<file path="config.mk">
export PLATFORM = sky130hd
export DESIGN_NAME = pipe_stage_hs
export DESIGN_NICKNAME = d
export VERILOG_FILES = /design/src/rtl/pipe_stage_hs.sv
export SDC_FILE = /design/constraint.sdc
export NUM_CORES = 1
export LEC_CHECK = 0
export CORE_MARGIN = 2
export CORE_UTILIZATION = 52
export DETAILED_ROUTE_END_ITERATION = 10
export PLACE_DENSITY = 0.95
export SLEW_MARGIN = 20
export SYNTH_ARGS = -nofsm -noshare
export SYNTH_HDL_FRONTEND = slang
export SYNTH_SLANG_ARGS = --single-unit
</file>
<file path="constraint.sdc">
create_clock -name clk -period 4.1 [get_ports clk]
set_input_delay 0.82 -clock clk [delete_from_list [all_inputs] [get_ports clk]]
set_output_delay 0.82 -clock clk [all_outputs]
set_load 0.02 [all_outputs]
</file>
<file path="src/rtl/pipe_stage_hs.sv">
// Chain of STAGES handshake registers, each a main register plus one skid slot,
// so in_ready is registered and back-pressure moves one stage per cycle.
module pipe_stage_hs #(
  parameter int WIDTH     = 64,
  parameter int STAGES    = 1,
  parameter int CNT_WIDTH = 16,
  parameter int OCC_WIDTH = $clog2(2*STAGES+1)
) (
  input  logic                 clk,
  input  logic                 reset,
  input  logic                 flush,
  input  logic                 in_valid,
  output logic                 in_ready,
  input  logic [WIDTH-1:0]     in_data,
  output logic                 out_valid,
  input  logic                 out_ready,
  output logic [WIDTH-1:0]     out_data,
  output logic [OCC_WIDTH-1:0] occupancy,
  output logic [CNT_WIDTH-1:0] stall_count
);

  // Handshake: a word moves across a boundary on a rising edge exactly when
  // valid and ready are both 1 in the preceding cycle; a valid, once raised,
  // holds its data until that transfer (or a flush/reset) happens.

  typedef enum logic [1:0] {
    EMPTY = 2'd0,
    BUSY  = 2'd1,
    FULL  = 2'd3
  } stageStateT;

  logic [STAGES-1:0] mValid, sValid;
  logic [WIDTH-1:0]  mData [STAGES];
  logic [WIDTH-1:0]  sData [STAGES];

  logic [STAGES-1:0] mValidNext, sValidNext;
  logic [WIDTH-1:0]  mDataNext [STAGES];
  logic [WIDTH-1:0]  sDataNext [STAGES];
  logic [OCC_WIDTH-1:0] occNext;

  logic [STAGES-1:0] upValid, downReady, accept, drain;
  logic [WIDTH-1:0]  upData [STAGES];
  stageStateT        stageState [STAGES];

  always_comb begin
    upValid[0] = in_valid;
    upData[0]  = in_data;
    for (int k = 1; k < STAGES; k++) begin
      upValid[k] = mValid[k-1];
      upData[k]  = mData[k-1];
    end
    downReady[STAGES-1] = out_ready;
    for (int k = 0; k < STAGES-1; k++) begin
      downReady[k] = ~sValid[k+1];
    end
  end

  always_comb begin
    for (int k = 0; k < STAGES; k++) begin
      accept[k] = upValid[k] & ~sValid[k];
      drain[k]  = mValid[k] & downReady[k];
      if (sValid[k])      stageState[k] = FULL;
      else if (mValid[k]) stageState[k] = BUSY;
      else                stageState[k] = EMPTY;
    end
  end

  always_comb begin
    mValidNext = mValid;
    sValidNext = sValid;
    for (int k = 0; k < STAGES; k++) begin
      mDataNext[k] = mData[k];
      sDataNext[k] = sData[k];
    end
    // Flush drops only the valid bits; payload registers keep stale data.
    if (flush) begin
      mValidNext = '0;
      sValidNext = '0;
    end else begin
      for (int k = 0; k < STAGES; k++) begin
        case (stageState[k])
          EMPTY: begin
            if (accept[k]) begin
              mValidNext[k] = 1'b1;
              mDataNext[k]  = upData[k];
            end
          end
          BUSY: begin
            if (accept[k] && drain[k]) begin
              mDataNext[k] = upData[k];
            end else if (accept[k]) begin
              sValidNext[k] = 1'b1;
              sDataNext[k]  = upData[k];
            end else if (drain[k]) begin
              mValidNext[k] = 1'b0;
            end
          end
          FULL: begin
            if (drain[k]) begin
              mDataNext[k]  = sData[k];
              sValidNext[k] = 1'b0;
            end
          end
          default: ;
        endcase
      end
    end
    occNext = '0;
    for (int k = 0; k < STAGES; k++) begin
      occNext = occNext + OCC_WIDTH'(mValidNext[k]) + OCC_WIDTH'(sValidNext[k]);
    end
  end

  always_ff @(posedge clk) begin
    if (reset) begin
      mValid    <= '0;
      sValid    <= '0;
      occupancy <= '0;
      for (int k = 0; k < STAGES; k++) begin
        mData[k] <= '0;
        sData[k] <= '0;
      end
    end else begin
      mValid    <= mValidNext;
      sValid    <= sValidNext;
      occupancy <= occNext;
      for (int k = 0; k < STAGES; k++) begin
        mData[k] <= mDataNext[k];
        sData[k] <= sDataNext[k];
      end
    end
  end

  // Stall telemetry survives flush; only reset clears it.
  always_ff @(posedge clk) begin
    if (reset) begin
      stall_count <= '0;
    end else if (mValid[STAGES-1] && !out_ready && (stall_count != {CNT_WIDTH{1'b1}})) begin
      stall_count <= stall_count + CNT_WIDTH'(1);
    end
  end

  assign in_ready  = ~sValid[0];
  assign out_valid = mValid[STAGES-1];
  assign out_data  = mData[STAGES-1];

endmodule
</file>
==> results.cfg, run 1 <==
[clock_tree]
cts_tree = done
root_buffer = clkbuf_16
post_cts_buffers = 0
htreeDepth = 4
insertion_delay_ps = 410
clockBufferDepth = 2
cts-hold-fix-buffers = 0
cts.clk_slew.worst_paths_ps = 60
cts_buffers = 17
clock_sinks = 148
post_cts_resized = 0

[global_route]
grt_pass1_vias = 5131
grt_overflow = 0
grt_max_degree = 87
antenna_found_initial = 0
track_usage_pct = 24.1
grt_pass1_wl_microns = 24400

[run_status]
status = completed

[placed_design]
dp_hpwl_microns = 10000
gp_congestion = 0.814
portBuffers = 152

[floorplanning]
dieArea_sq_um = 12200
std_cell_rows = 38
ios = 153
initial_core_util_pct = 53.8
coreArea_sq_um = 10900
die_y_microns = 110
die_w_microns = 110

[sta]
finalSetupTns_ps = 0
relSlewSlack_pct = 44.7
clock_skew_ps = 11.6
hold_viol_final = 0
worst_pin_slew_ps = 830
rsz0062_at_grt = false
max_freq_mhz = 378
finalSetupViolations = 0
slew_violations = 0
period_share_pct = 64.6
fin_crit_ps = 2650

[logic_synthesis]
ys_seq_elements = 148
synth.avg_cell_area_sq_um = 8.76
async_flop_share_pct = 0
ys_warn_count = 0
yosysUniqueCellTypes = 30
synth-edff-count = 0
yosysSeqAreaShare_pct = 50.3
synth_nets = 743
synth_area_sq_um = 5890
synthCells = 672
synth_ff_type = dfxtp_1

[worst_setup_path]
crit_fanout = 86
slowest_delay_ps = 660
cp_num_buf_inv = 2
crit_slowest_cell = buf_4
endpoint_kind = register
criticalPathCategory = in -> reg
worstPathArrival_ps = 2950
path_delay_family = buffers and inverters
startpoint_type = input port
crit_required_ps = 4400
path_cells = clkdlybuf4s50_1 -> nand2b_1 -> a211oi_4 -> buf_4 -> nor2_1 -> a211oi_1

[detailed_routing]
wl_per_cell_microns = 16.0
vias = 5252
final_antenna_net_count = 0
vias_per_cell = 5.54
drt_pass1_iterations = 4
drt_iter0_markers = 323
drt-total-wl_microns = 15200
drc = 0

[layout]
final_common_cell = clkdlybuf4s50_1
layout-drive-gt1-share_pct = 5.20
num_antenna_cells = 0
nets = 868
area_delta_synth_final_pct = 37.3
final_cell_mix = clkdlybuf4s50_1, dfxtp_1, nand2_1
post-route-util_pct = 73.9

[pwr]
power_density_nw_per_um2 = 434
p_leak_nw = 2.65
ir_worst_vdd_mv = 0.266

[flow_run]
drv_cap = 0

[min_path]
hp-class = reg -> reg
## worst reg2reg max path: stages, from the launching register on
cell,delay [ps]
dfxtp_4,680
nand2_1,190
a211oi_4,280
buf_4,660
nor2_1,210
a211oi_1,290
## synth_stat cells, types with 2 or more instances
master | count | area (sq um)
or4_1 | 5 | 37.5
buf_2 | 9 | 45.0
mux2i_1 | 65 | 651
nand2b_1 | 2 | 12.5
clkbuf_1 | 37 | 139
ha_1 | 2 | 25.0
a21oi_1 | 78 | 390
inv_1 | 3 | 11.3
dfxtp_1 | 148 | 2960
nand4_1 | 5 | 31.3
nor2b_1 | 5 | 31.3
nand2_1 | 134 | 503
nor2_1 | 68 | 255
o21ai_0 | 8 | 40.0
a211oi_1 | 66 | 495
and4_1 | 2 | 17.5
nand3_1 | 4 | 20.0
xor2_1 | 2 | 17.5
buf_1 | 5 | 18.8
and3_1 | 2 | 12.5
nor4_1 | 2 | 12.5
or3_1 | 8 | 50.1
o31ai_1 | 5 | 37.5
## report_power, final
part	internal [mW]	switching (mW)	leakage [nW]	total (mW)
logic	0.187	0.194	1.14	0.381
clock network	1.04	0.566	0.299	1.61
registers	1.49	0.0308	1.21	1.52
total	2.72	0.792	2.65	3.51
## sequential cells by signal (all words and copies together) (netlist names)
signal       cells
mData           64
sData           64
sValid           1
stall_count     16
occupancy        2
out_valid        1
## metal layers
layer / up-vias / wire length, microns / GRT usage (%)
met5: - / 0 / 0
met4: 0 / 282 / 9.33
met3: 24 / 735 / 5.93
met2: 165 / 7820 / 43.3
met1: 2467 / 6330 / 27.4
li1: 2596 / - / -
## cells by family after synthesis
kind of cell,share of synthesized area [%]
adder cells (fa/ha/maj),0.425
buffers and inverters,3.76
flip-flops,50.3
AND/OR/NAND/NOR,17.4
multiplexers,11.0
AO/OA/AOI/OAI,16.8
XOR/XNOR,0.298
## metrics by stage
| step | hold slack (ps) | std cells | setup slack (ps) | total power [mW] | cell area, sq um |
|---|---|---|---|---|---|
| finish | 456 | 948 | 1450 | 3.51 | 8080 |
| CTS | 455 | 948 | 1420 | 3.52 | 8070 |
| global placement | 440 | 918 | 1150 | 1.91 | 7450 |
| floorplan | 436 | 672 | 1880 | 1.73 | 5890 |
| global route | 473 | 948 | 1320 | 3.62 | 8080 |
| detailed placement | 448 | 918 | 1060 | 1.93 | 7450 |
## final timing paths
check,startpoint,to,slack (ps),cells past startpoint
worst max-delay path,in_valid,mData[0][43],1450,6
worst max register to register,sValid,mData[0][43],1710,5
worst min-delay path,sData[0][46],sData[0][46],460,2
worst min register to register,sData[0][46],sData[0][46],460,2
## layout make-up
cell class | instances | area (sq um)
sequential | 148 | 2970
fill | 798 | 2850
multi-input combinational | 469 | 2740
timing repair buffer | 158 | 1580
clock buffer | 21 | 460
tap | 140 | 175
clock inverter | 9 | 153
inverter | 3 | 11.3
Power figures use the tool's default switching activity.
==> run 2: changes to the inputs <==
Settings changed: CORE_UTILIZATION 52 to 44, PLACE_DENSITY 0.95 to 0.88.
Clock period 4.1 ns to 2.4 ns, I/O delays scaled along.
==> run 2 against run 1 <==
Total power increased by 75%. Combinational power increased by 76%. Register-to-register slack got worse by 1300 ps. Largest power group unchanged. Critical path depth fell by 5. Clock skew down 4.0 ps. Clock power up 80%. Final area up 3.3%. Highest routed layer unchanged. First-iteration DRC count down 11%. Global-route usage is 3.5 points lower. Via count is 0.97% lower. Sequential power increased by 70%. Flip-flop and latch count stayed put.
==> results.cfg, run 2 (synthesis results as in run 1) <==
[detailed_routing]
drt_iter0_markers = 287
drt_pass1_iterations = 4
wl_per_cell_microns = 14.4
drc = 0
vias_per_cell = 5.20
drt-total-wl_microns = 14400
final_antenna_net_count = 0
vias = 5201

[worst_setup_path]
crit_slowest_cell = clkdlybuf4s50_1
crit_fanout = 8
cp_num_buf_inv = 1
r2r_slack_ps = 380
timing.rr.start = stall_count[0]
rr_worst_depth = 6
reg2reg_to = stall_count[1]
criticalPathCategory = reg -> out
crit_required_ps = 1920
worstPathArrival_ps = 1570
critPathCapture = stall_count[4]
path_cells = clkdlybuf4s50_1
crit_start = stall_count[4]
startpoint_type = register
endpoint_kind = output pin
path_delay_family = buffers and inverters
slowest_delay_ps = 670
path_depth = 1

[placed_design]
place_worst_setup_slack_ps = 65.2
portBuffers = 152
gp_congestion = 0.782
place_inst = 971
dp_hpwl_microns = 9450

[sta]
relSlewSlack_pct = 53.2
clock_skew_ps = 7.56
slew_violations = 0
hold_viol_final = 0
worst_pin_slew_ps = 702
fin_ws_ps = 354
period_share_pct = 85.3
rsz0062_at_grt = false
finalSetupTns_ps = 0
fin_crit_ps = 2050
finalSetupViolations = 0
max_freq_mhz = 489

[flow_run]
drv_cap = 0

[layout]
nets = 885
final_cell_count_no_fill = 1001
seqCellArea_sq_um = 2970
reg_top3 = mData (64), sData (64), stall_count (16)
multi_input_area_sq_um = 2720
layout-drive-gt1-share_pct = 7.39
area_delta_synth_final_pct = 41.8
num_antenna_cells = 0
final_common_cell = clkdlybuf4s50_1
final_cell_mix = clkdlybuf4s50_1, dfxtp_1, nand2_1
fillerInstances = 1051

[pwr]
netSwitchingPower_mw = 1.36
p_leak_nw = 2.77
p_clk_share_pct = 47.0
ir_worst_vdd_mv = 0.383
power_density_nw_per_um2 = 738
internal_power_mw = 4.79
finalPower_mw = 6.16
comb_power_share_pct = 10.9
switching_share_pct = 22.1
seq_power_share_pct = 42.1

[clock_tree]
cts.clk_slew.worst_paths_ps = 60
htreeDepth = 4
clock_sinks = 148
post_cts_resized = 0
insertion_delay_ps = 420
clockBufferDepth = 2
cts-hold-fix-buffers = 0
cts_tree = done
post_cts_buffers = 0
cts_buffers = 17
root_buffer = clkbuf_16

[global_route]
grt_pass1_vias = 4878
antenna_found_initial = 0
grt_overflow = 0
track_usage_pct = 20.5
grt_pass1_wl_microns = 23600
grt_max_degree = 65

[floorplanning]
initial_core_util_pct = 44.8
coreArea_sq_um = 13100
ios = 153
dieArea_sq_um = 14300
die_y_microns = 120
die_w_microns = 120
std_cell_rows = 42

[run_status]
status = completed

[min_path]
hp-class = reg -> reg
==> run 2: changes by cell type in the layout (fill, tap and decap cells not counted), sizes merged <==
cell / delta
inv: -1
clkbuf: -1
bufinv: +1
buf: +17
clkinv: +2
clkinvlp: -1
==> run 2: area by class of cell <==
cell class / instances / share of cell area, %
flip-flops and latches: 148 / 35.5
multi-input cells: 469 / 32.6
repair buffers: 175 / 21.3
clock buffers: 20 / 5.59
well taps: 176 / 2.64
clock inverters: 10 / 2.14
inverters: 3 / 0.135
==> run 2: power groups by stage <==
| stage | logic, mW | registers, mW | clock network [mW] |
|---|---|---|---|
| final | 0.669 | 2.59 | 2.89 |
| after global routing | 0.718 | 2.60 | 3.07 |
| after CTS | 0.673 | 2.59 | 2.94 |
| after detailed placement | 0.671 | 2.65 | 0 |
| after global placement | 0.660 | 2.64 | 0 |
| after floorplan | 0.221 | 2.74 | 0 |
==> run 2: worst min path at each step <==
stage | from | end | slack, ps | depth (start not counted)
floorplan | sData[0][0] | sData[0][0] | 440 | 2
global placement | sData[0][56] | sData[0][56] | 440 | 2
detailed placement | sData[0][52] | sData[0][52] | 450 | 2
CTS | sData[0][26] | sData[0][26] | 450 | 2
global route | sData[0][29] | sData[0][29] | 470 | 2
finish | sData[0][51] | sData[0][51] | 450 | 2
==> run 2: per-layer routing <==
metal | GRT usage [%] | vias to the layer above | wire, microns
li1 | - | 2634 | -
met1 | 25.5 | 2423 | 6320
met2 | 34.4 | 129 | 7030
met3 | 5.85 | 15 | 828
met4 | 6.69 | 0 | 198
met5 | 0 | - | 0
==> run 2: metrics by stage <==
step | area [sq um] | utilization (%) | hold WS (ps)
after floorplan | 5890 | - | 436
after global placement | 7700 | 58.6 | 441
after detailed placement | 7700 | 58.6 | 446
after CTS | 8350 | 63.5 | 454
after global routing | 8350 | 63.5 | 467
final | 8350 | 63.5 | 451
==> run 3: changes to the inputs <==
Settings changed: GPL_TIMING_DRIVEN set to 1.
==> results of run 3 <==
Same layout as run 2: the final DEF is identical, and so are final timing and power.
